**src/rtl/fetch_queue_if.sv**
```systemverilog
// Bundles the fetch front end's branch, stall, instruction-memory and IR1 signals.
// master: the fetch queue itself; slave: the pipeline/memory side driving it.
// Signals: redirect/redirect_pc/stall in, imem_addr/imem_en out, imem_q in,
//          ir_out/pc_out/ir_valid/level/squash_count out.
interface fetch_queue_if #(
    parameter int DEPTH = 4
);
    localparam int LW = $clog2(DEPTH) + 1;

    logic          redirect;
    logic [7:0]    redirect_pc;
    logic          stall;
    logic [7:0]    imem_addr;
    logic          imem_en;
    logic [7:0]    imem_q;
    logic [7:0]    ir_out;
    logic [7:0]    pc_out;
    logic          ir_valid;
    logic [LW-1:0] level;
    logic [7:0]    squash_count;

    modport master (
        input  redirect, redirect_pc, stall, imem_q,
        output imem_addr, imem_en, ir_out, pc_out, ir_valid, level, squash_count
    );

    modport slave (
        output redirect, redirect_pc, stall, imem_q,
        input  imem_addr, imem_en, ir_out, pc_out, ir_valid, level, squash_count
    );
endinterface

```
**src/rtl/fetch_queue.sv**
```systemverilog
// Instruction-fetch front end: issues PCs to imem, queues {instr, pc}, feeds IR1 (NOP when empty).
// Latency: issue -> data next cycle -> head of queue the cycle after (redirect to ir_valid = 2 cycles).
// Backpressure: stall holds the head; fetch stops once queued + in-flight words reach DEPTH.
// Ports: clock, reset (sync, active-high), bus (fetch_queue_if.master): redirect/redirect_pc/stall
//        in, imem_addr/imem_en out, imem_q in, ir_out/pc_out/ir_valid/level/squash_count out.
module fetch_queue #(
    parameter int         DEPTH    = 4,
    parameter logic [7:0] NOP      = 8'b00001010,
    parameter logic [7:0] RESET_PC = 8'h00
) (
    input  logic          clock,
    input  logic          reset,
    fetch_queue_if.master bus
);
    localparam int AW = $clog2(DEPTH);
    localparam int LW = AW + 1;

    logic [7:0]    ir_mem [DEPTH];
    logic [7:0]    pc_mem [DEPTH];
    logic [AW-1:0] rd_ptr;
    logic [AW-1:0] wr_ptr;
    logic [LW-1:0] count;
    logic [7:0]    fetch_pc;
    logic          inflight;
    logic [7:0]    inflight_pc;
    logic [7:0]    squash_count;

    logic          issue;
    logic          push;
    logic          pop;
    logic          head_vld;
    logic [LW:0]   credit_used;
    logic [9:0]    squash_sum;

    // Credits count queued words plus the word still coming back from memory,
    // so a push can never land on a full queue.
    assign credit_used = {1'b0, count} + (LW+1)'(inflight);
    assign issue       = !reset && (bus.redirect || (credit_used < (LW+1)'(DEPTH)));
    assign head_vld    = (count != '0);
    // A redirect squashes the word returning this cycle and freezes the head.
    assign push        = inflight && !bus.redirect;
    assign pop         = head_vld && !bus.stall && !bus.redirect;

    assign squash_sum  = {2'b00, squash_count} + 10'(count) + 10'(inflight);

    assign bus.imem_en      = issue;
    assign bus.imem_addr    = bus.redirect ? bus.redirect_pc : fetch_pc;
    assign bus.ir_valid     = head_vld;
    assign bus.ir_out       = head_vld ? ir_mem[rd_ptr] : NOP;
    assign bus.pc_out       = head_vld ? pc_mem[rd_ptr] : 8'h00;
    assign bus.level        = count;
    assign bus.squash_count = squash_count;

    // Storage needs no reset: occupancy alone decides which entries are live.
    always_ff @(posedge clock) begin
        if (!reset && push) begin
            ir_mem[wr_ptr] <= bus.imem_q;
            pc_mem[wr_ptr] <= inflight_pc;
        end
    end

    always_ff @(posedge clock) begin
        if (reset) begin
            rd_ptr       <= '0;
            wr_ptr       <= '0;
            count        <= '0;
            fetch_pc     <= RESET_PC;
            inflight     <= 1'b0;
            inflight_pc  <= RESET_PC;
            squash_count <= 8'h00;
        end else begin
            inflight <= issue;
            if (issue) begin
                inflight_pc <= bus.imem_addr;
                fetch_pc    <= bus.imem_addr + 8'd1;
            end
            if (bus.redirect) begin
                rd_ptr       <= '0;
                wr_ptr       <= '0;
                count        <= '0;
                squash_count <= (squash_sum > 10'd255) ? 8'hFF : squash_sum[7:0];
            end else begin
                if (push) wr_ptr <= wr_ptr + AW'(1);
                if (pop)  rd_ptr <= rd_ptr + AW'(1);
                case ({push, pop})
                    2'b10:   count <= count + LW'(1);
                    2'b01:   count <= count - LW'(1);
                    default: count <= count;
                endcase
            end
        end
    end

    a_no_overflow: assert property (@(posedge clock) disable iff (reset)
        !(push && !pop && (count == LW'(DEPTH))));

endmodule

```
**src/flat_wrapper.sv**
```systemverilog
// flat-port wrapper written by rule: the top's interface ports become plain ports
module fetch_queue_flat 
#(
    parameter int         DEPTH    = 4,
    parameter logic [7:0] NOP      = 8'b00001010,
    parameter logic [7:0] RESET_PC = 8'h00
)
  (clock, reset, bus_redirect, bus_redirect_pc, bus_stall, bus_imem_q, bus_imem_addr, bus_imem_en, bus_ir_out, bus_pc_out, bus_ir_valid, bus_level, bus_squash_count);
  fetch_queue_if #(.DEPTH(DEPTH)) bus_i ();
  input  logic clock;
  input  logic reset;
  input wire logic [$bits(bus_i.redirect)-1:0] bus_redirect;
  input wire logic [$bits(bus_i.redirect_pc)-1:0] bus_redirect_pc;
  input wire logic [$bits(bus_i.stall)-1:0] bus_stall;
  input wire logic [$bits(bus_i.imem_q)-1:0] bus_imem_q;
  output wire logic [$bits(bus_i.imem_addr)-1:0] bus_imem_addr;
  output wire logic [$bits(bus_i.imem_en)-1:0] bus_imem_en;
  output wire logic [$bits(bus_i.ir_out)-1:0] bus_ir_out;
  output wire logic [$bits(bus_i.pc_out)-1:0] bus_pc_out;
  output wire logic [$bits(bus_i.ir_valid)-1:0] bus_ir_valid;
  output wire logic [$bits(bus_i.level)-1:0] bus_level;
  output wire logic [$bits(bus_i.squash_count)-1:0] bus_squash_count;
  assign bus_i.redirect = bus_redirect;
  assign bus_i.redirect_pc = bus_redirect_pc;
  assign bus_i.stall = bus_stall;
  assign bus_i.imem_q = bus_imem_q;
  assign bus_imem_addr = bus_i.imem_addr;
  assign bus_imem_en = bus_i.imem_en;
  assign bus_ir_out = bus_i.ir_out;
  assign bus_pc_out = bus_i.pc_out;
  assign bus_ir_valid = bus_i.ir_valid;
  assign bus_level = bus_i.level;
  assign bus_squash_count = bus_i.squash_count;
  fetch_queue #(.DEPTH(DEPTH), .NOP(NOP), .RESET_PC(RESET_PC)) u_core (.clock(clock), .reset(reset), .bus(bus_i));
endmodule
```
**config.mk**
```make
export PLATFORM = sky130hd
export DESIGN_NAME = fetch_queue_flat
export DESIGN_NICKNAME = d
export VERILOG_FILES = /design/src/rtl/fetch_queue_if.sv /design/src/rtl/fetch_queue.sv /design/src/flat_wrapper.sv
export SDC_FILE = /design/constraint.sdc
export NUM_CORES = 1
export LEC_CHECK = 0
export CAP_MARGIN = 20
export CORE_MARGIN = 2
export CORE_UTILIZATION = 31
export CTS_CLUSTER_DIAMETER = 30
export CTS_CLUSTER_SIZE = 16
export DETAILED_ROUTE_END_ITERATION = 10
export SLEW_MARGIN = 30
export SYNTH_ARGS = -nofsm -noshare
export SYNTH_HDL_FRONTEND = slang
export SYNTH_SLANG_ARGS = --single-unit
```
**constraint.sdc**
```tcl
create_clock -name clock -period 3.3 [get_ports clock]
set_clock_uncertainty 0.15 [all_clocks]
set_input_delay 0.495 -clock clock [delete_from_list [all_inputs] [get_ports clock]]
set_output_delay 0.495 -clock clock [all_outputs]
set_load 0.1 [all_outputs]
```
==> impl_metrics.toml, run 1 <==
[grt]
track_usage = 0.127
grt_max_degree = 27
grt-ovfl-total = 0
antenna_found_initial = 0
grt_pass1_wl_um = 14300
grt_pass1_vias = 2675

[clocking]
clock_sink_count = 98
ctsResizeCount = 0
cts_buffer_depth = 2
cts_inserted_buffers = 9
h-tree-depth = 3
cts_root_buf = "clkbuf_16"
cts_tree = "built"
ctsHoldBuffers = 0
cts_setup_buffers = 0
path_clk_slew_ns = 0.07
clock_latency_ns = 0.33

[setup_path]
reg2reg_to = "u_core.bus.squash_count[4]"
rrSetupSlack_ns = 0.42
startpoint = "u_core.bus.level[0]"
rr_worst_depth = 8
startpoint_type = "flop"
critPathRequiredTime_ns = 3.42
critPathMaxFanout = 8
worstSetupEndpoint = "u_core.bus.squash_count[4]"
critPathKind = "reg -> reg"
crit_arrival_ns = 3.00
endpoint_kind = "flop"
r2r-start = "u_core.bus.level[0]"

[finish]
final_common_cell = "edfxtp_1"
layout_common_cells = "edfxtp_1 (64), buf_4 (40), dfxtp_1 (34), nor2_1 (27), clkdlybuf4s50_1 (19)"
final_util = 0.406
fin_nets = 418
drive_above_1_share = 0.251
multi_input_area_mm2 = 0.00157
syn2layout_area_growth_pct = 27.0
register_area_mm2 = 0.00260
diodes = 0
stdcell_area_mm2 = 0.00544
layout.cells.non_filler = 566
fillers = 1230

[logic_synthesis]
synth_cell_types = 43
ys.flop_type = "edfxtp_1"
ys_warn_count = 0
yosysSeqAreaShare = 0.607
synth_cells = 320
syn-cell-area_mm2 = 0.00429
synth_nets = 353
ys_ff_latch = 98
avgSynthCellArea_um2 = 13.4
synth-edff-count = 64
async_flop_share = 0

[drt]
wl_per_cell_um = 15.4
drt-pass1-iter-count = 4
drtIter0Drc = 205
via_per_inst = 4.79
route.detailed.drc = 0
postRouteWirelength_um = 8740
ant_nets = 0
vias = 2713

[job]
max-cap-violations = 0

[placement]
portBuffers = 56
place_area_mm2 = 0.00516
hpwlAfterDp_um = 6010
place_ws_ns = 0.345
place_inst = 550
place_congestion = 0.765

[timing]
worstMarginPinSlew_ns = 0.528
fin_setup_tns_ns = 0
timing.fmax_ghz = 0.347
hold_violations = 0
rsz0062_at_grt = "no"
worst_hold_slack_ns = 0.325
period_share = 0.874
period_needed_ns = 2.88
setup-violations-final = 0
relSlewSlack = 0.647
worst_slack_ns = 0.415
maxSlewViolCount = 0

[floorplan]
die-area_mm2 = 0.0148
io_pins = 57
core_mm2 = 0.0134
dieWidth_um = 122
die_h_um = 122
rows = 42
start_util = 0.320

[pwr]
p_leak_nw = 2.02
p_total_mw = 2.70
ir_worst_vdd_uv = 278
power_per_cell_area_mw_per_mm2 = 496

[run_status]
status = "finished clean"

[hold_path]
hp-class = "reg -> reg"
==> critical path: stages (launching register included) <==
cell	delay, ns
dfxtp_1	0.39
ha_1	0.25
fa_1	0.44
a21oi_2	0.26
xnor2_1	0.16
a41oi_2	0.18
o41ai_4	0.59
and3b_1	0.25
nor3_2	0.13
==> layer usage <==
layer  vias up  GRT usage  wire [um]
met5         -          0          0
met4         0     0.0273         74
met3         8     0.0379        407
met2        67      0.209       4240
met1      1333      0.166       4020
li1       1305          -          -
==> cells in the mapped netlist, types with 9 or more instances <==
| master | instances | area share |
|---|---|---|
| ha_1 | 11 | 0.032 |
| mux4_2 | 16 | 0.084 |
| nor2_1 | 27 | 0.024 |
| nor2b_1 | 15 | 0.022 |
| inv_1 | 15 | 0.013 |
| o21ai_0 | 9 | 0.011 |
| a21oi_1 | 10 | 0.012 |
| nand2_1 | 14 | 0.012 |
| dfxtp_1 | 34 | 0.16 |
| clkbuf_1 | 11 | 0.0096 |
| nand3b_1 | 9 | 0.016 |
| edfxtp_1 | 64 | 0.45 |
==> state kept, by name (all words and copies together) (netlist names), named ones only <==
signal,count
u_core.inflight_pc,8
u_core.bus.squash_count,8
u_core.pc_mem,32
u_core.wr_ptr,2
u_core.fetch_pc,8
u_core.bus.level,3
u_core.inflight,1
u_core.rd_ptr,2
u_core.ir_mem,32
==> kinds of logic after synthesis <==
family / after synthesis / synth area share
fa+ha+maj: 14 / 0.0438
xor+xnor: 13 / 0.0283
flops: 98 / 0.607
buf+inv: 31 / 0.0286
simple gates: 104 / 0.130
compound gates: 35 / 0.0569
mux: 25 / 0.106
==> worst min-delay path by stage <==
stage | slack, ns | start | cells past startpoint | endpoint
3_5_place_dp | 0.31 | u_core.fetch_pc[6] | 2 | u_core.fetch_pc[6]
5_1_grt | 0.34 | u_core.fetch_pc[6] | 2 | u_core.fetch_pc[6]
4_1_cts | 0.32 | u_core.fetch_pc[6] | 2 | u_core.fetch_pc[6]
2_1_floorplan | 0.28 | u_core.fetch_pc[5] | 2 | u_core.fetch_pc[5]
3_3_place_gp | 0.29 | u_core.fetch_pc[6] | 2 | u_core.fetch_pc[6]
6_report | 0.33 | u_core.fetch_pc[3] | 2 | u_core.fetch_pc[3]
==> power breakdown <==
| part | total, mW | leakage [nW] | internal (mW) | switching [mW] |
|---|---|---|---|---|
| sequential | 1.36 | 0.855 | 1.34 | 0.0234 |
| clock | 0.984 | 0.135 | 0.524 | 0.460 |
| combinational | 0.359 | 1.03 | 0.121 | 0.238 |
| total | 2.70 | 2.02 | 1.98 | 0.721 |
==> layout make-up <==
class                           instances  share of cell area
Inverter                               15              0.0103
Timing Repair Buffer                   70               0.131
Sequential cell                        98               0.478
Tap cell                              176              0.0405
Clock buffer                            9              0.0414
Clock inverter                          7              0.0113
Multi-Input combinational cell        191               0.288
Note: power is estimated with default switching activity, not from simulation.
==> run 2: changes to the inputs <==
RECOVER_POWER = 100   (was not set)
==> impl_metrics.toml, run 2 (synthesis results as in run 1) <==
[setup_path]
startpoint = "bus_redirect"
rrSetupSlack_ns = 0.39
crit_arrival_ns = 2.37
critPathKind = "in -> out"
startpoint_type = "input port"
critPathRequiredTime_ns = 2.65
r2r-start = "u_core.bus.level[0]"
endpoint_kind = "output pin"
critPathMaxFanout = 11

[timing]
setup-violations-final = 0
timing.fmax_ghz = 0.332
hold_violations = 0
maxSlewViolCount = 0
rsz0062_at_grt = "no"
period_share = 0.914
period_needed_ns = 3.01
relSlewSlack = 0.222
worstMarginPinSlew_ns = 1.17
worst_slack_ns = 0.285

[drt]
drt-pass1-iter-count = 4
postRouteWirelength_um = 8740
route.detailed.drc = 0
ant_nets = 0
vias = 2703
wl_per_cell_um = 15.4
via_per_inst = 4.78
drtIter0Drc = 209

[pwr]
p_leak_nw = 1.90
ir_worst_vdd_uv = 278
power_per_cell_area_mw_per_mm2 = 511

[clocking]
h-tree-depth = 3
clock_sink_count = 98
cts_tree = "built"
cts_root_buf = "clkbuf_16"
cts_setup_buffers = 0
ctsHoldBuffers = 0
cts_inserted_buffers = 9
ctsResizeCount = 0
path_clk_slew_ns = 0.06
clock_latency_ns = 0.33
cts_buffer_depth = 2

[grt]
grt_pass1_wl_um = 14300
grt_pass1_vias = 2675
grt-ovfl-total = 0
track_usage = 0.127
grt_max_degree = 27
antenna_found_initial = 0

[placement]
place_congestion = 0.765
portBuffers = 56
hpwlAfterDp_um = 6010
place_area_mm2 = 0.00516
place_ws_ns = 0.345

[finish]
final_common_cell = "edfxtp_1"
largestRegisters = "u_core.ir_mem x32, u_core.pc_mem x32"
drive_above_1_share = 0.203
stdcell_area_mm2 = 0.00519
syn2layout_area_growth_pct = 21.1
layout_common_cells = "edfxtp_1 (64), dfxtp_1 (34), nor2_1 (27), clkbuf_2 (22), mux4_2 (16)"
diodes = 0
fin_nets = 418

[hold_path]
hold_start = "u_core.fetch_pc[6]"
hp-class = "reg -> reg"

[floorplan]
die-area_mm2 = 0.0148
dieWidth_um = 122
io_pins = 57
start_util = 0.320
core_mm2 = 0.0134
rows = 42
die_h_um = 122

[run_status]
status = "finished clean"

[job]
max-cap-violations = 0
run 2: power breakdown:
group	switching (mW)	leakage, nW	internal [mW]	total, mW
Sequential	0.0231	0.855	1.34	1.36
Clock	0.459	0.135	0.524	0.983
Combinational	0.232	0.910	0.0810	0.313
Total	0.714	1.90	1.94	2.65
run 2: per-stage QoR:
| step | utilization | std cells | setup TNS, ns | power (mW) | hold slack (ns) |
|---|---|---|---|---|---|
| final | 0.387 | 566 | 0 | 2.65 | 0.325 |
| after global routing | 0.387 | 566 | 0 | 2.77 | 0.337 |
| after CTS | 0.406 | 566 | 0 | 2.74 | 0.324 |
| after detailed placement | 0.385 | 550 | 0 | 1.75 | 0.312 |
| after global placement | 0.385 | 550 | 0 | 1.74 | 0.291 |
| after floorplan | - | 320 | -2.85 | 1.62 | 0.281 |
run 2: final cells by class:
cell class / instances / area (um^2)
multi-input cells: 191 / 1560
clock inverters: 7 / 61.3
fillers: 1269 / 8210
inverters: 15 / 56.3
repair buffers: 70 / 470
well taps: 176 / 220
clock buffers: 9 / 225
flip-flops and latches: 98 / 2600
run 2: worst paths after layout:
path                                              endpoint  cells past startpoint
worst max-delay path                      bus_imem_addr[1]                      4
worst max register to register  u_core.bus.squash_count[4]                      8
worst min-delay path                    u_core.fetch_pc[6]                      2
worst min register to register          u_core.fetch_pc[6]                      2
run 2: routing by layer:
metal,GRT usage,share of wire
met5,0,0
met4,0.0273,0.0085
met3,0.0379,0.044
met2,0.209,0.48
met1,0.166,0.47
run 2: worst max-delay path, stage by stage:
cell,delay [ns]
dlygate4sd3_1,0.76
buf_4,0.28
mux2_1,0.42
clkbuf_2,0.41
==> run 3: changes to the inputs <==
ABC_AREA = 1   (was not set)
==> impl_metrics.toml, run 3 <==
[drt]
route.met2.wl_um = 4870
drtIter0Drc = 139
top_layer_used = "met4"
vias = 3436
drt-pass1-iter-count = 4
route.detailed.drc = 0
postRouteWirelength_um = 10100
via_per_inst = 4.71
wl_met1_um = 4590
wl_per_cell_um = 13.8
wl_met3_um = 573
ant_nets = 0

[pwr]
power_per_cell_area_mw_per_mm2 = 522
ir_worst_vdd_uv = 269
p_leak_nw = 2.17
p_total_mw = 2.89

[finish]
multi_input_area_mm2 = 0.00160
register_area_mm2 = 0.00261
layout_common_cells = "nor2_1 (99), edfxtp_1 (64), o21ai_0 (60), inv_1 (48), nand2_1 (45)"
fin_nets = 574
fillers = 1404
layout.cells.non_filler = 730
largestRegisters = "u_core.ir_mem x32, u_core.pc_mem x32"
diodes = 0
stdcell_area_mm2 = 0.00554
syn2layout_area_growth_pct = 22.4
drive_above_1_share = 0.147
final_common_cell = "nor2_1"

[setup_path]
crit_arrival_ns = 2.27
critPathRequiredTime_ns = 2.65
r2r-start = "u_core.bus.squash_count[0]"
endpoint_kind = "output pin"
startpoint_type = "input port"
startpoint = "bus_redirect"
critPathMaxFanout = 9
critPathKind = "in -> out"

[logic_synthesis]
synth_cells = 479
yosysSeqAreaShare = 0.575
async_flop_share = 0
syn-cell-area_mm2 = 0.00452
ys.flop_type = "edfxtp_1"
ys_warn_count = 0
synth-edff-count = 64
ys_ff_latch = 98
synthTopCellsByArea = "edfxtp_1 (42%), dfxtp_1 (15%), nor2_1 (8.0%)"
synth.top_cells.by_count = "nor2_1 (96), edfxtp_1 (64), o21ai_0 (53)"
synth_nets = 512
synth_area_leader_cell = "edfxtp_1"
avgSynthCellArea_um2 = 9.44
synthMostInstantiatedCell = "nor2_1"
synth_cell_types = 36
synth_top_area_share = 0.425

[floorplan]
io_pins = 57
start_util = 0.315
core_mm2 = 0.0144
die-area_mm2 = 0.0156
die_h_um = 125
rows = 44
dieWidth_um = 125

[clocking]
cts_tree = "built"
clock_latency_ns = 0.34
cts_inserted_buffers = 9
ctsHoldBuffers = 0
cts_buffer_depth = 2
ctsResizeCount = 0
path_clk_slew_ns = 0.06
cts_setup_buffers = 0
cts_root_buf = "clkbuf_16"
clock_sink_count = 98
h-tree-depth = 3

[run_status]
status = "finished clean"

[grt]
grt-ovfl-total = 0
grt_pass1_vias = 3325
grt_pass1_wl_um = 16100
track_usage = 0.129
antenna_found_initial = 0
grt_max_degree = 33

[hold_path]
hold_start = "u_core.fetch_pc[1]"
hp-class = "reg -> reg"

[timing]
relSlewSlack = 0.216
setup-violations-final = 0
worstMarginPinSlew_ns = 1.18
timing.fmax_ghz = 0.343
maxSlewViolCount = 0
hold_violations = 0
period_share = 0.884
worst_slack_ns = 0.384
period_needed_ns = 2.92
fin_setup_tns_ns = 0
rsz0062_at_grt = "no"

[placement]
place_inst = 714
place_area_mm2 = 0.00550
place_congestion = 0.841
hpwlAfterDp_um = 7000
place_ws_ns = 0.535
portBuffers = 56

[job]
max-cap-violations = 0
run 3: cell count changes after synthesis, sizes merged, moves of 16 or more:
cell	before	now
a21oi	12	35
mux4	16	0
nand3	4	23
nand2	14	53
nor2	27	101
inv	15	50
o21ai	9	64
run 3: routing by layer:
layer | GRT usage | up-vias
met4 | 0.0238 | 0
met5 | 0 | -
met1 | 0.158 | 1597
met3 | 0.0417 | 7
li1 | - | 1725
met2 | 0.224 | 107
run 3: kinds of logic (layout without fill, tap and decap cells):
group	count (synthesis)	in the layout	synth area share
xor+xnor	2	2	0.00387
buf+inv	69	136	0.0633
compound gates	106	106	0.126
simple gates	191	191	0.193
flops	98	98	0.575
fa+ha+maj	13	13	0.0393
run 3: report_power, final:
group	switching, mW	internal [mW]
logic	0.298	0.102
clock network	0.446	0.669
registers	0.0299	1.35
total	0.774	2.12
run 3: critical path, stage by stage:
cell and delay [ns]:
dlygate4sd3_1 0.65, inv_1 0.18, or2_2 0.30, o21ai_0 0.17
inv_1 0.09, clkbuf_2 0.38
run 3: cell type report:
class,instances,area share
Tap cell,184,0.0416
Clock buffer,9,0.0407
Multi-Input combinational cell,312,0.289
Sequential cell,98,0.471
Clock inverter,7,0.0178
Timing Repair Buffer,70,0.106
Inverter,50,0.0339
run 3: path summary, 6_finish.rpt:
kind,endpoint,slack (ns),depth (start not counted)
worst max-delay path,bus_imem_addr[7],0.38,6
worst min-delay path,u_core.fetch_pc[1],0.31,2
worst max register to register,u_core.bus.squash_count[3],0.67,11
worst min register to register,u_core.fetch_pc[1],0.31,2
run 3: through the flow:
step / utilization / hold WS (ns)
after floorplan: - / 0.292
after global placement: 0.383 / 0.304
after detailed placement: 0.383 / 0.319
after CTS: 0.405 / 0.330
after global routing: 0.385 / 0.337
final: 0.385 / 0.309
